<file path="src/rtl/alu_exec_unit.sv">
// Multi-cycle integer ALU: collects rs1/rs2 operands, then executes in one cycle
// or, for non-zero shifts, shifts one bit per cycle.
module alu_exec_unit #(
    parameter int unsigned BUS_WIDTH    = 32,
    parameter int unsigned OPCODE_WIDTH = 11,
    parameter int unsigned SHAMT_WIDTH  = $clog2(BUS_WIDTH)
) (
    input  logic                    clk,
    input  logic                    rst,
    input  logic [BUS_WIDTH-1:0]    imme_value,
    input  logic [BUS_WIDTH-1:0]    rs_data,
    input  logic                    rs_data_sel,
    input  logic                    rs_data_valid,
    input  logic [OPCODE_WIDTH-1:0] op_code,
    output logic [BUS_WIDTH-1:0]    alu_out,
    output logic                    alu_valid_out,
    output logic                    op_done,
    output logic                    busy,
    output logic                    illegal_op
);

    localparam logic [6:0] OPC_R = 7'b0110011;
    localparam logic [6:0] OPC_I = 7'b0010011;

    typedef enum logic [1:0] {IDLE, EXEC, SHIFT} state_t;

    state_t                  state;
    state_t                  state_n;
    logic [BUS_WIDTH-1:0]    rs1;
    logic [BUS_WIDTH-1:0]    rs2;
    logic                    rs1_ok;
    logic                    rs2_ok;
    logic [OPCODE_WIDTH-1:0] op_q;
    logic [BUS_WIDTH-1:0]    opa;
    logic [BUS_WIDTH-1:0]    opb;
    logic [SHAMT_WIDTH-1:0]  cnt;
    logic                    illegal_q;

    logic [BUS_WIDTH-1:0]    alu_out_n;
    logic                    alu_valid_n;
    logic                    op_done_n;
    logic                    illegal_n;

    // Incoming operand / op_code decode (only meaningful in IDLE)
    logic                   ld;
    logic                   rs1_ok_nx;
    logic                   rs2_ok_nx;
    logic                   in_is_r;
    logic                   in_is_i;
    logic                   in_illegal;
    logic                   capture;
    logic                   goes_shift;
    logic [BUS_WIDTH-1:0]   src_a;
    logic [BUS_WIDTH-1:0]   src_b;
    logic [SHAMT_WIDTH-1:0] in_shamt;
    logic [2:0]             in_f3;

    assign ld         = (state == IDLE) && rs_data_valid;
    assign rs1_ok_nx  = rs1_ok | (ld & ~rs_data_sel);
    assign rs2_ok_nx  = rs2_ok | (ld & rs_data_sel);
    assign in_is_r    = (op_code[6:0] == OPC_R);
    assign in_is_i    = (op_code[6:0] == OPC_I);
    assign in_f3      = op_code[9:7];
    assign src_a      = (ld && !rs_data_sel) ? rs_data : rs1;
    assign src_b      = in_is_i ? imme_value : ((ld && rs_data_sel) ? rs_data : rs2);
    assign in_shamt   = src_b[SHAMT_WIDTH-1:0];
    // SRLI must have a clean immediate above the shift amount
    assign in_illegal = (!in_is_r && !in_is_i) ||
                        (in_is_i && (in_f3 == 3'b101) && !op_code[10] &&
                         (|imme_value[BUS_WIDTH-1:SHAMT_WIDTH]));
    assign capture    = ld && ((in_is_r && rs1_ok_nx && rs2_ok_nx) ||
                               (in_is_i && rs1_ok_nx) ||
                               (!in_is_r && !in_is_i));
    assign goes_shift = !in_illegal && ((in_f3 == 3'b001) || (in_f3 == 3'b101)) &&
                        (in_shamt != '0);

    // Latched-op decode for EXEC/SHIFT
    logic [2:0]           f3_q;
    logic                 f7_q;
    logic                 is_r_q;
    logic [BUS_WIDTH-1:0] shift_one;
    logic [BUS_WIDTH-1:0] exec_result;

    assign f3_q   = op_q[9:7];
    assign f7_q   = op_q[10];
    assign is_r_q = (op_q[6:0] == OPC_R);

    always_comb begin
        shift_one = {opa[BUS_WIDTH-2:0], 1'b0};
        if (f3_q == 3'b101) begin
            shift_one = {(f7_q ? opa[BUS_WIDTH-1] : 1'b0), opa[BUS_WIDTH-1:1]};
        end
    end

    // Shifts only reach EXEC with a zero shift amount, so they pass operand A through
    always_comb begin
        exec_result = '0;
        case (f3_q)
            3'b000:  exec_result = (is_r_q && f7_q) ? (opa - opb) : (opa + opb);
            3'b010:  exec_result = BUS_WIDTH'($signed(opa) < $signed(opb));
            3'b011:  exec_result = BUS_WIDTH'(opa < opb);
            3'b100:  exec_result = opa ^ opb;
            3'b110:  exec_result = opa | opb;
            3'b111:  exec_result = opa & opb;
            default: exec_result = opa;
        endcase
    end

    always_ff @(posedge clk or posedge rst) begin
        if (rst) state <= IDLE;
        else     state <= state_n;
    end

    always_comb begin
        state_n = state;
        case (state)
            IDLE:    if (capture) state_n = goes_shift ? SHIFT : EXEC;
            EXEC:    state_n = IDLE;
            SHIFT:   if (cnt == SHAMT_WIDTH'(1)) state_n = IDLE;
            default: state_n = IDLE;
        endcase
    end

    always_comb begin
        alu_out_n   = alu_out;
        alu_valid_n = 1'b0;
        op_done_n   = 1'b0;
        illegal_n   = 1'b0;
        busy        = (state != IDLE);
        case (state)
            EXEC: begin
                op_done_n = 1'b1;
                if (illegal_q) begin
                    illegal_n = 1'b1;
                end else begin
                    alu_valid_n = 1'b1;
                    alu_out_n   = exec_result;
                end
            end
            SHIFT: begin
                if (cnt == SHAMT_WIDTH'(1)) begin
                    op_done_n   = 1'b1;
                    alu_valid_n = 1'b1;
                    alu_out_n   = shift_one;
                end
            end
            default: ;
        endcase
    end

    // Operand collection, op latch and shift datapath
    always_ff @(posedge clk or posedge rst) begin
        if (rst) begin
            rs1       <= '0;
            rs2       <= '0;
            rs1_ok    <= 1'b0;
            rs2_ok    <= 1'b0;
            op_q      <= '0;
            opa       <= '0;
            opb       <= '0;
            cnt       <= '0;
            illegal_q <= 1'b0;
        end else begin
            if (ld) begin
                if (rs_data_sel) rs2 <= rs_data;
                else             rs1 <= rs_data;
            end
            if (capture) begin
                rs1_ok    <= 1'b0;
                rs2_ok    <= 1'b0;
                op_q      <= op_code;
                opa       <= src_a;
                opb       <= src_b;
                cnt       <= in_shamt;
                illegal_q <= in_illegal;
            end else if (ld) begin
                rs1_ok <= rs1_ok_nx;
                rs2_ok <= rs2_ok_nx;
            end
            if (state == SHIFT) begin
                opa <= shift_one;
                cnt <= cnt - SHAMT_WIDTH'(1);
            end
        end
    end

    always_ff @(posedge clk or posedge rst) begin
        if (rst) begin
            alu_out       <= '0;
            alu_valid_out <= 1'b0;
            op_done       <= 1'b0;
            illegal_op    <= 1'b0;
        end else begin
            alu_out       <= alu_out_n;
            alu_valid_out <= alu_valid_n;
            op_done       <= op_done_n;
            illegal_op    <= illegal_n;
        end
    end

endmodule

</file>
<file path="config.mk">
export PLATFORM = sky130hd
export DESIGN_NAME = alu_exec_unit
export DESIGN_NICKNAME = d
export VERILOG_FILES = /design/src/rtl/alu_exec_unit.sv
export SDC_FILE = /design/constraint.sdc
export NUM_CORES = 1
export LEC_CHECK = 0
export BUFFER_PORTS_ARGS = -buffer_cell sky130_fd_sc_hd__buf_2
export CORE_MARGIN = 1.5
export CORE_UTILIZATION = 35
export CTS_CLUSTER_DIAMETER = 50
export DETAILED_ROUTE_END_ITERATION = 6
export SLEW_MARGIN = 40
export SYNTH_ARGS = -nofsm -noshare
export SYNTH_HDL_FRONTEND = slang
export SYNTH_SLANG_ARGS = --single-unit
export TNS_END_PERCENT = 30
</file>
<file path="constraint.sdc">
create_clock -name clk -period 6.1 [get_ports clk]
set_input_delay 0.305 -clock clk [delete_from_list [all_inputs] [get_ports clk]]
set_output_delay 0.305 -clock clk [all_outputs]
set_load 0.01 [all_outputs]
</file>
==> results of run 1 <==
-- cells in the mapped netlist, types with 6 or more instances --
master / number
a211oi_1: 22
a21o_1: 21
a21oi_1: 128
a221oi_1: 9
a31oi_1: 12
and2_1: 6
buf_1: 11
buf_2: 20
clkbuf_1: 71
dfrtp_1: 184
ha_1: 101
inv_1: 118
mux2_2: 78
mux2i_1: 72
nand2_1: 164
nand2b_1: 9
nand3_1: 20
nand4_1: 8
nor2_1: 106
nor2b_1: 14
nor3_1: 25
nor4_1: 12
o211ai_1: 23
o21a_1: 11
o21ai_0: 174
o21ai_1: 8
o21bai_1: 13
o22ai_1: 6
o31ai_1: 15
or3_1: 8
xnor2_1: 13
-- routing by layer --
metal / wire length, um / track usage (%)
met2: 19600 / 33.5
met1: 21700 / 33.0
met5: 0 / 0
met4: 1150 / 8.16
met3: 3070 / 3.32
-- final cells by class --
class | instances | area share, %
multi-input combinational | 1191 | 54.2
clock inverter | 12 | 0.755
inverter | 119 | 3.01
tap | 518 | 4.25
timing repair buffer | 130 | 4.65
sequential | 184 | 30.2
clock buffer | 19 | 2.97
-- per-stage QoR --
step	total power (W)	hold WS (ns)	cells	area, sq um	worst slack, ns
3_5_place_dp	0.00841	0.471	2140	14700	2.80
4_1_cts	0.00957	0.0796	2172	15200	2.79
5_1_grt	0.0104	0.102	2173	15300	2.54
3_3_place_gp	0.00832	0.469	2140	14600	2.62
6_report	0.00968	0.0912	2173	15300	2.70
2_1_floorplan	0.00668	0.446	1604	13700	0.795
-- path summary, 6_finish.rpt --
| check | cells after the start | end | from |
|---|---|---|---|
| min in group asynchronous | 3 | rs2[27] | rst |
| setup / recovery | 12 | alu_out[30] | opa[0] |
| setup reg to reg | 12 | alu_out[30] | opa[0] |
| hold / removal | 2 | op_q[6] | op_code[6] |
| hold reg to reg | 2 | alu_out[20] | alu_out[20] |
| max in group asynchronous | 4 | op_q[9] | rst |
-- power groups by stage --
stage,registers [W],clock network (W),logic [W]
global placement,0.00230,0,0.00602
floorplan,0.00220,0,0.00448
global route,0.00239,0.00118,0.00682
detailed placement,0.00233,0,0.00607
CTS,0.00231,0.00114,0.00611
finish,0.00232,0.00113,0.00623
-- sequential cells by signal (all words and copies together) (netlist names) --
register and flops:
alu_out 32, opa 32, opb 32, rs1 32, rs2 32, op_q 11, cnt 5, state 2
alu_valid_out 1, illegal_op 1, illegal_q 1, op_done 1, rs1_ok 1, rs2_ok 1
-- worst max-delay path: stages, from the launching register on --
cell and delay (ns):
dfrtp_1 0.41, inv_1 0.08, ha_1 0.23, fa_1 0.41, o21ba_1 0.24, or4_4 0.46, a21o_1 0.25, a211oi_1 0.58
o21ai_0 0.19, o2111ai_1 0.13, a32oi_1 0.11, mux2i_1 0.17, nand2_1 0.06
-- cells by family (layout without fill, tap and decap cells) --
family                   Yosys count  in the layout  share of synthesized area, %
flip-flops                       184            184                          33.5
adder cells (fa/ha/maj)          103            103                          9.49
multiplexers                     151            151                          11.8
AND/OR/NAND/NOR                  397            397                          13.3
AO/OA/AOI/OAI                    522            522                          24.0
XOR/XNOR                          18             18                          1.15
buffers and inverters            229            280                          6.75
==> results.txt, run 1 <==
The register share of total power is 24.0%. For the worst setup path, the data required time is 6.46 ns. The share of flip-flops with an asynchronous set or reset after synthesis was 100%. The count of unique library cells instantiated by Yosys is 88. The run gives 12200 as the via count of the first global-routing pass. The net count of the finished layout is 1825, and the width of the die is 201 um. For the upper clock frequency limit, the log shows 294 MHz.

The number of inserted diodes came out at 0. Measured against its own limit, the worst slew margin works out to 42.8%. The run gives 11.6% as the proportion of power drawn by the clock network. Leading cell type in the layout, fill and taps excluded: dfrtp_1. Input and output buffers added on the ports amount to 114.

The measured slew at the worst slew-check pin is 0.858 ns, and the standard-cell row count is 72. The initial antenna violation count came out at 0. The dominant synthesized flop cell was dfrtp_1.

Across every metal layer, demand over resource in global routing totals 22.5%. The data arrival time of the critical path is 3.76 ns, and the placeable core region is 38600 sq um. Counting flops with a built-in enable in the synthesized netlist gives 0. The worst setup path category is flop to flop. Type of destination of the critical path: a flop.

The run finished with clean final reports. After clock tree synthesis, the clock-pin slew on the worst setup and hold paths is 0.09 ns. The H-tree was split into 4 levels.

The run gives 1786 as the post-synthesis net count. The die is 201 um tall. The number of antenna-violating nets in the routed design was 0. For the detailed-route via count, the log shows 12500. The congestion estimate from routability-driven global placement came to 0.950. The internal power of the cells totals 0.00470 W. The fraction of power spent switching nets is 51.4%. The global-route wire length before repair came out at 71300 um. The path category of the worst min-delay check is input port to flop. The first TritonRoute pass finished after 5 iterations.

The setup clock skew after layout is 0.0162 ns. The worst setup path is launched from a flop. The largest fanout on the critical path works out to 5. Summed over all nets, the switching power comes to 0.00498 W. The count of final hold-check violations came out at 0. The logs give 0 for the total setup violations reported at the end of the flow and 35.6% for the starting utilization of the core area.

Number of gates resized after cts: 0. The run gives 0 as the number of max-cap violations. For the register area share after synthesis, the log shows 33.5%.

The area of all sequential standard cells was 4610 sq um. For the final max-slew violation count, the log shows 0. The cts-stage hold buffer count came out at 1. Setup repair after global routing left no endpoint under its margin. The clock drives 184 sinks. The area of the multi-input gates was 8260 sq um; the static power due to leakage was 7.03 nW.

The run gives 1206 as the number of DRC markers after the initial detailed-route iteration. Cell accounting for the most synthesized area: dfrtp_1. The mapped cell area came out at 13700 sq um.

The final HPWL from detailed placement is 32800 um. The run gives 0 as the buffer count from post-CTS setup fixing. Wires add up to 45500 um. Relative to the synthesized area, the layout overhead comes to 11.0%. After global routing the overflow that remains totals 0. The worst register-to-register path has a setup slack of 2.70 ns. Synthesis produced 1604 cells. CTS placed an instance of clkbuf_16 at the clock tree root. No sink is reached through more buffers than the 2 on the longest clock path. The tools report the number of synthesis warnings as 0.

The register bit count reported by yosys is 184, and the peak supply drop is 0.000278 V. Clock tree synthesis inserted a total of 17 buffers. The clock reaches the later pin of the worst-skew pair after 0.46 ns. The filler cells instantiated in the layout total 3939.

The average wire per cell in the routed design works out to 21.0 um. The share of total power dissipated in combinational logic is 64.4%. The power per standard cell area came out at 634 nW/um^2.

In the final layout, the share of cells above drive strength 1 is 16.9%. The boundary pin count was 115. The final critical delay including setup and external delays is 3.40 ns, and the average via count per standard cell is 5.76. The tools report the number of remaining DRC errors as 0. The die area is 40500 sq um, and the pin count of the biggest net entering global routing is 122. The tools report the share of the core filled with cells in the final layout as 39.5%. Sorting the synthesized cells by area gives the leading types as dfrtp_1 34%, ha_1 9.2%, mux2_2 6.4%.

The fraction of synthesized cell area taken by the top area cell type was 33.5%. TritonCTS built the clock tree. The average instance in the mapped netlist occupies 8.57 sq um. The final-layout setup total negative slack came out at 0 ns. The top cell types in the final layout, fill and taps aside, are 182 x dfrtp_1, 174 x o21ai_0, 162 x nand2_1. Dividing the final minimum period by the clock period gives 55.8%.
(Power assumes the default switching activity.)
==> run 2, diff against run 1 <==
--- a/config.mk
+++ b/config.mk
@@ -5,6 +5,7 @@
 export SDC_FILE = /design/constraint.sdc
 export NUM_CORES = 1
 export LEC_CHECK = 0
+export ABC_AREA = 1
 export BUFFER_PORTS_ARGS = -buffer_cell sky130_fd_sc_hd__buf_2
 export CORE_MARGIN = 1.5
 export CORE_UTILIZATION = 35
==> constraint.sdc (replaced) <==
create_clock -name clk -period 3.1 [get_ports clk]
set_input_delay 0.155 -clock clk [delete_from_list [all_inputs] [get_ports clk]]
set_output_delay 0.155 -clock clk [all_outputs]
set_load 0.01 [all_outputs]
==> run 2 against run 1 <==
Net effect: largest power group unchanged; sequential cell count unchanged; critical path depth unchanged; cell count increased by 35%; synthesized area is 7.6% higher; die area grew 7.4%; combinational power up 99%; largest cell class unchanged; non-clock buffer count rose by 69; global-route usage increased by 2.3 points; register-to-register slack worse by 2.5 ns; power grew 96%; clock skew rose by 0.010 ns; first-iteration DRC count up 16%.
==> results.txt, run 2 <==
The width of the die works out to 208 um (+3.7%). The setup path with the least slack is of type flop to flop. From synthesis to final layout, the design area changed by 14.5%. The leading cell type by number of instances after synthesis was nand2_1.

Post-synthesis net count: 2443 (+37%). The critical path capture point is alu_out[17]. Die area: 43500 sq um (+7.4%). The logs give 52.6% (+9.8 points) for the headroom to the max-slew limit and 1394 (+16%) for the number of DRC markers after the initial detailed-route iteration.

The run gives 4 (unchanged) as the H-tree depth. The tools report the static power due to leakage as 8.78 nW (+25%). For the count of final hold-check violations, the log shows 0 (unchanged). The final non-filler cell area was 16900 sq um (+11%); the starting utilization of the core area was 35.4% (-0.16 points).

For the detailed-route via count, the log shows 15100 (+21%). For the global-route wire length before repair, the log shows 83600 um (+17%). For the setup clock skew after layout, the log shows 0.0266 ns (+0.0104 ns). The final critical delay including setup and external delays came out at 2.91 ns (-0.490 ns). The total setup violations reported at the end of the flow came out at 0 (unchanged). The worst register-to-register path begins at opa[8]. Final max-slew violation count: 0 (unchanged). The final HPWL from detailed placement was 41900 um (+28%). The number of synthesized flops with an enable pin came out at 0 (unchanged).

The pin count of the biggest net entering global routing is 65 (-47%). Cts-stage hold buffer count: 48 (+47). The total of buffers placed on input and output ports is 114 (unchanged). The tools report the wire length reported by the detailed router as 53700 um (+18%).

The commonest cells after synthesis are 670 x nand2_1, 334 x inv_1, 218 x nor2_1. The tools report the residual overflow from global routing as 0 (unchanged). Setup repair after global routing left no endpoint under its margin. The library cell used most frequently in the layout, excluding fill and tap cells, is nand2_1.

The run gives 3.46 ns (-3.00 ns) as the critical path data required time. Clock root buffer: clkbuf_16. The count of unique library cells instantiated by Yosys is 52 (-41%), and the synthesized area divided by synthesized cell count is 6.54 sq um (-24%). The tools report the clock sink count as 184 (unchanged). The dominant synthesized flop cell was dfrtp_1. The kind of start point of the critical path was a flop. The share of the cycle needed by the critical path after routing was 94.0% (+38 points). The number of detailed-routing iterations run before antenna repair was 6 (+1). The net count of the finished layout is 2557 (+40%), and the initial antenna violation count is 1 (+1). The worst setup slack before clock tree synthesis is 0.304 ns (-2.50 ns). The buffer count from post-CTS setup fixing was 0 (unchanged); the final-layout setup total negative slack was 0 ns (unchanged). The worst reg-to-reg path cell count was 12 (unchanged). The clock latency on the worst-skew pair was 0.46 ns (about the same). The tools report the number of inserted diodes as 0 (unchanged). The upper clock frequency limit came out at 343 MHz (+17%). The run gives 0 (unchanged) as the number of remaining DRC errors. For the largest buffer count on any clock path, the log shows 2 (unchanged). Instance count of the mapped netlist: 2261 (+41%). The average wire per cell in the routed design came out at 18.4 um (-12%). Data arrival time of the critical path: 3.28 ns (-0.48 ns).

Tracing the worst setup path back leads to its startpoint at opa[8]. The clock transition time at the flip-flop clock pins of the worst setup and hold paths is 0.07 ns (-0.02 ns), and the via count of the first global-routing pass is 14600 (+20%). In the layout the commonest cells are 669 x nand2_1, 333 x inv_1, 217 x nor2_1. The tools report the total routing usage reported by global routing as 24.8% (+2.3 points).

The share of flip-flops with an asynchronous set or reset after synthesis came out at 100% (unchanged). The logs give 0 (unchanged) for the number of gates resized after cts and 14800 sq um (+7.6%) for the mapped cell area. The measured slew at the worst slew-check pin was 0.711 ns (-0.147 ns). The average via count per standard cell is 5.16 (-10%), and the boundary pin count is 115 (unchanged). The post-layout worst setup margin is 0.187 ns (-2.51 ns). The cell accounting for the most synthesized area is dfrtp_1. The share of layout cells above drive strength 1 is 10.5% (-6.4 points), and the number of synthesis warnings is 0 (unchanged).

The register bit count reported by yosys works out to 184 (unchanged). The worst setup path is captured at a flop. Ranked by total cell area, the synthesized netlist is headed by dfrtp_1 31%, nand2_1 17%, ha_1 8.6%. The vertical extent of the die works out to 208 um (+3.7%). For the number of antenna-violating nets in the routed design, the log shows 0 (unchanged).

The path class of the tightest hold or removal check is input port to flop. The largest fanout on the critical path is 9 (+4), and the fraction of synthesized cell area taken by the top area cell type is 31.2% (-2.4 points). The final weighted congestion in routability-driven placement was 0.952 (+0.22%); the number of max-cap violations was 0 (unchanged). The run gives 15900 sq um (+8.2%) as the area after detailed placement. The power per standard cell area was 1120 nW/um^2 (+77%). Number of CTS-inserted buffers: 17 (unchanged). TritonCTS built the clock tree.

For the placeable core region, the log shows 41800 sq um (+8.1%). The flow ran to the end, and the final reports show no timing, DRC or antenna violations. Register area share after synthesis: 31.2% (-2.4 points). Reg-to-reg setup timing slack: 0.19 ns (-2.51 ns). For the standard-cell row count, the log shows 75 (+4.2%). The peak supply drop came out at 0.000460 V (+66%). The endpoint identified for the worst register-to-register timing path is alu_out[17].
## run 2: cell count changes after synthesis, sizes merged, moves of 16 or more
cell,delta
mux2,-50
buf,+28
o31ai,-16
nor2,+119
clkbuf,-34
o21ai,+40
mux2i,-70
o211ai,-24
inv,+226
a21o,-21
nand2,+514
nand3,+86
## run 2: power by group
part | switching (W) | internal [W]
combinational | 0.00857 | 0.00385
sequential | 0.000769 | 0.00356
clock | 0.00104 | 0.00122
total | 0.0104 | 0.00862
## run 2: worst min path at each step
stage	startpoint	endpoint	cells after the start
finish	imme_value[23]	opb[23]	3
global route	imme_value[23]	opb[23]	3
detailed placement	rst	rs2[24]	2
floorplan	op_code[0]	op_q[0]	2
global placement	rs_data[4]	rs2[4]	3
CTS	imme_value[23]	opb[23]	3
## run 2: critical path, stage by stage (launching register included)
cell	delay [ns]
dfrtp_1	0.45
inv_1	0.11
ha_1	0.51
nand2_1	0.22
nor2_1	0.23
nand3_1	0.15
nand3b_1	0.17
nand2_1	0.13
nand2_1	0.14
a31oi_1	0.11
o21ai_0	0.31
nand2_1	0.13
a21oi_1	0.15
## run 2: area by class of cell
class / count / area [sq um]
inverter: 345 / 1310
tap: 539 / 674
multi-input combinational: 1628 / 8320
clock inverter: 12 / 141
clock buffer: 19 / 443
sequential: 184 / 4600
fill: 4376 / 24800
timing repair buffer: 199 / 1420
## run 2: routing by layer
metal | vias up | part of all wire, % | track usage [%]
li1 | 7406 | - | -
met4 | 0 | 1.6 | 5.39
met3 | 54 | 6.6 | 4.29
met1 | 7140 | 48 | 35.4
met5 | - | 0 | 0
met2 | 497 | 44 | 39.2
## run 2: through the flow
step                utilization (%)  instances  hold slack, ns  total power, W
finish                         40.5       2926          0.0492          0.0190
global route                   40.5       2926          0.0478          0.0207
CTS                            40.5       2926         0.00801          0.0189
detailed placement             38.0       2847          0.0982          0.0165
global placement               37.8       2845           0.393          0.0164
floorplan                         -       2261           0.265          0.0127
## run 2: kinds of logic after synthesis
group	count (synthesis)	share of synthesized area, %
flops	184	31.2
fa+ha+maj	103	8.82
simple gates	1064	29.3
buf+inv	449	12.6
compound gates	431	15.9
mux	30	2.27
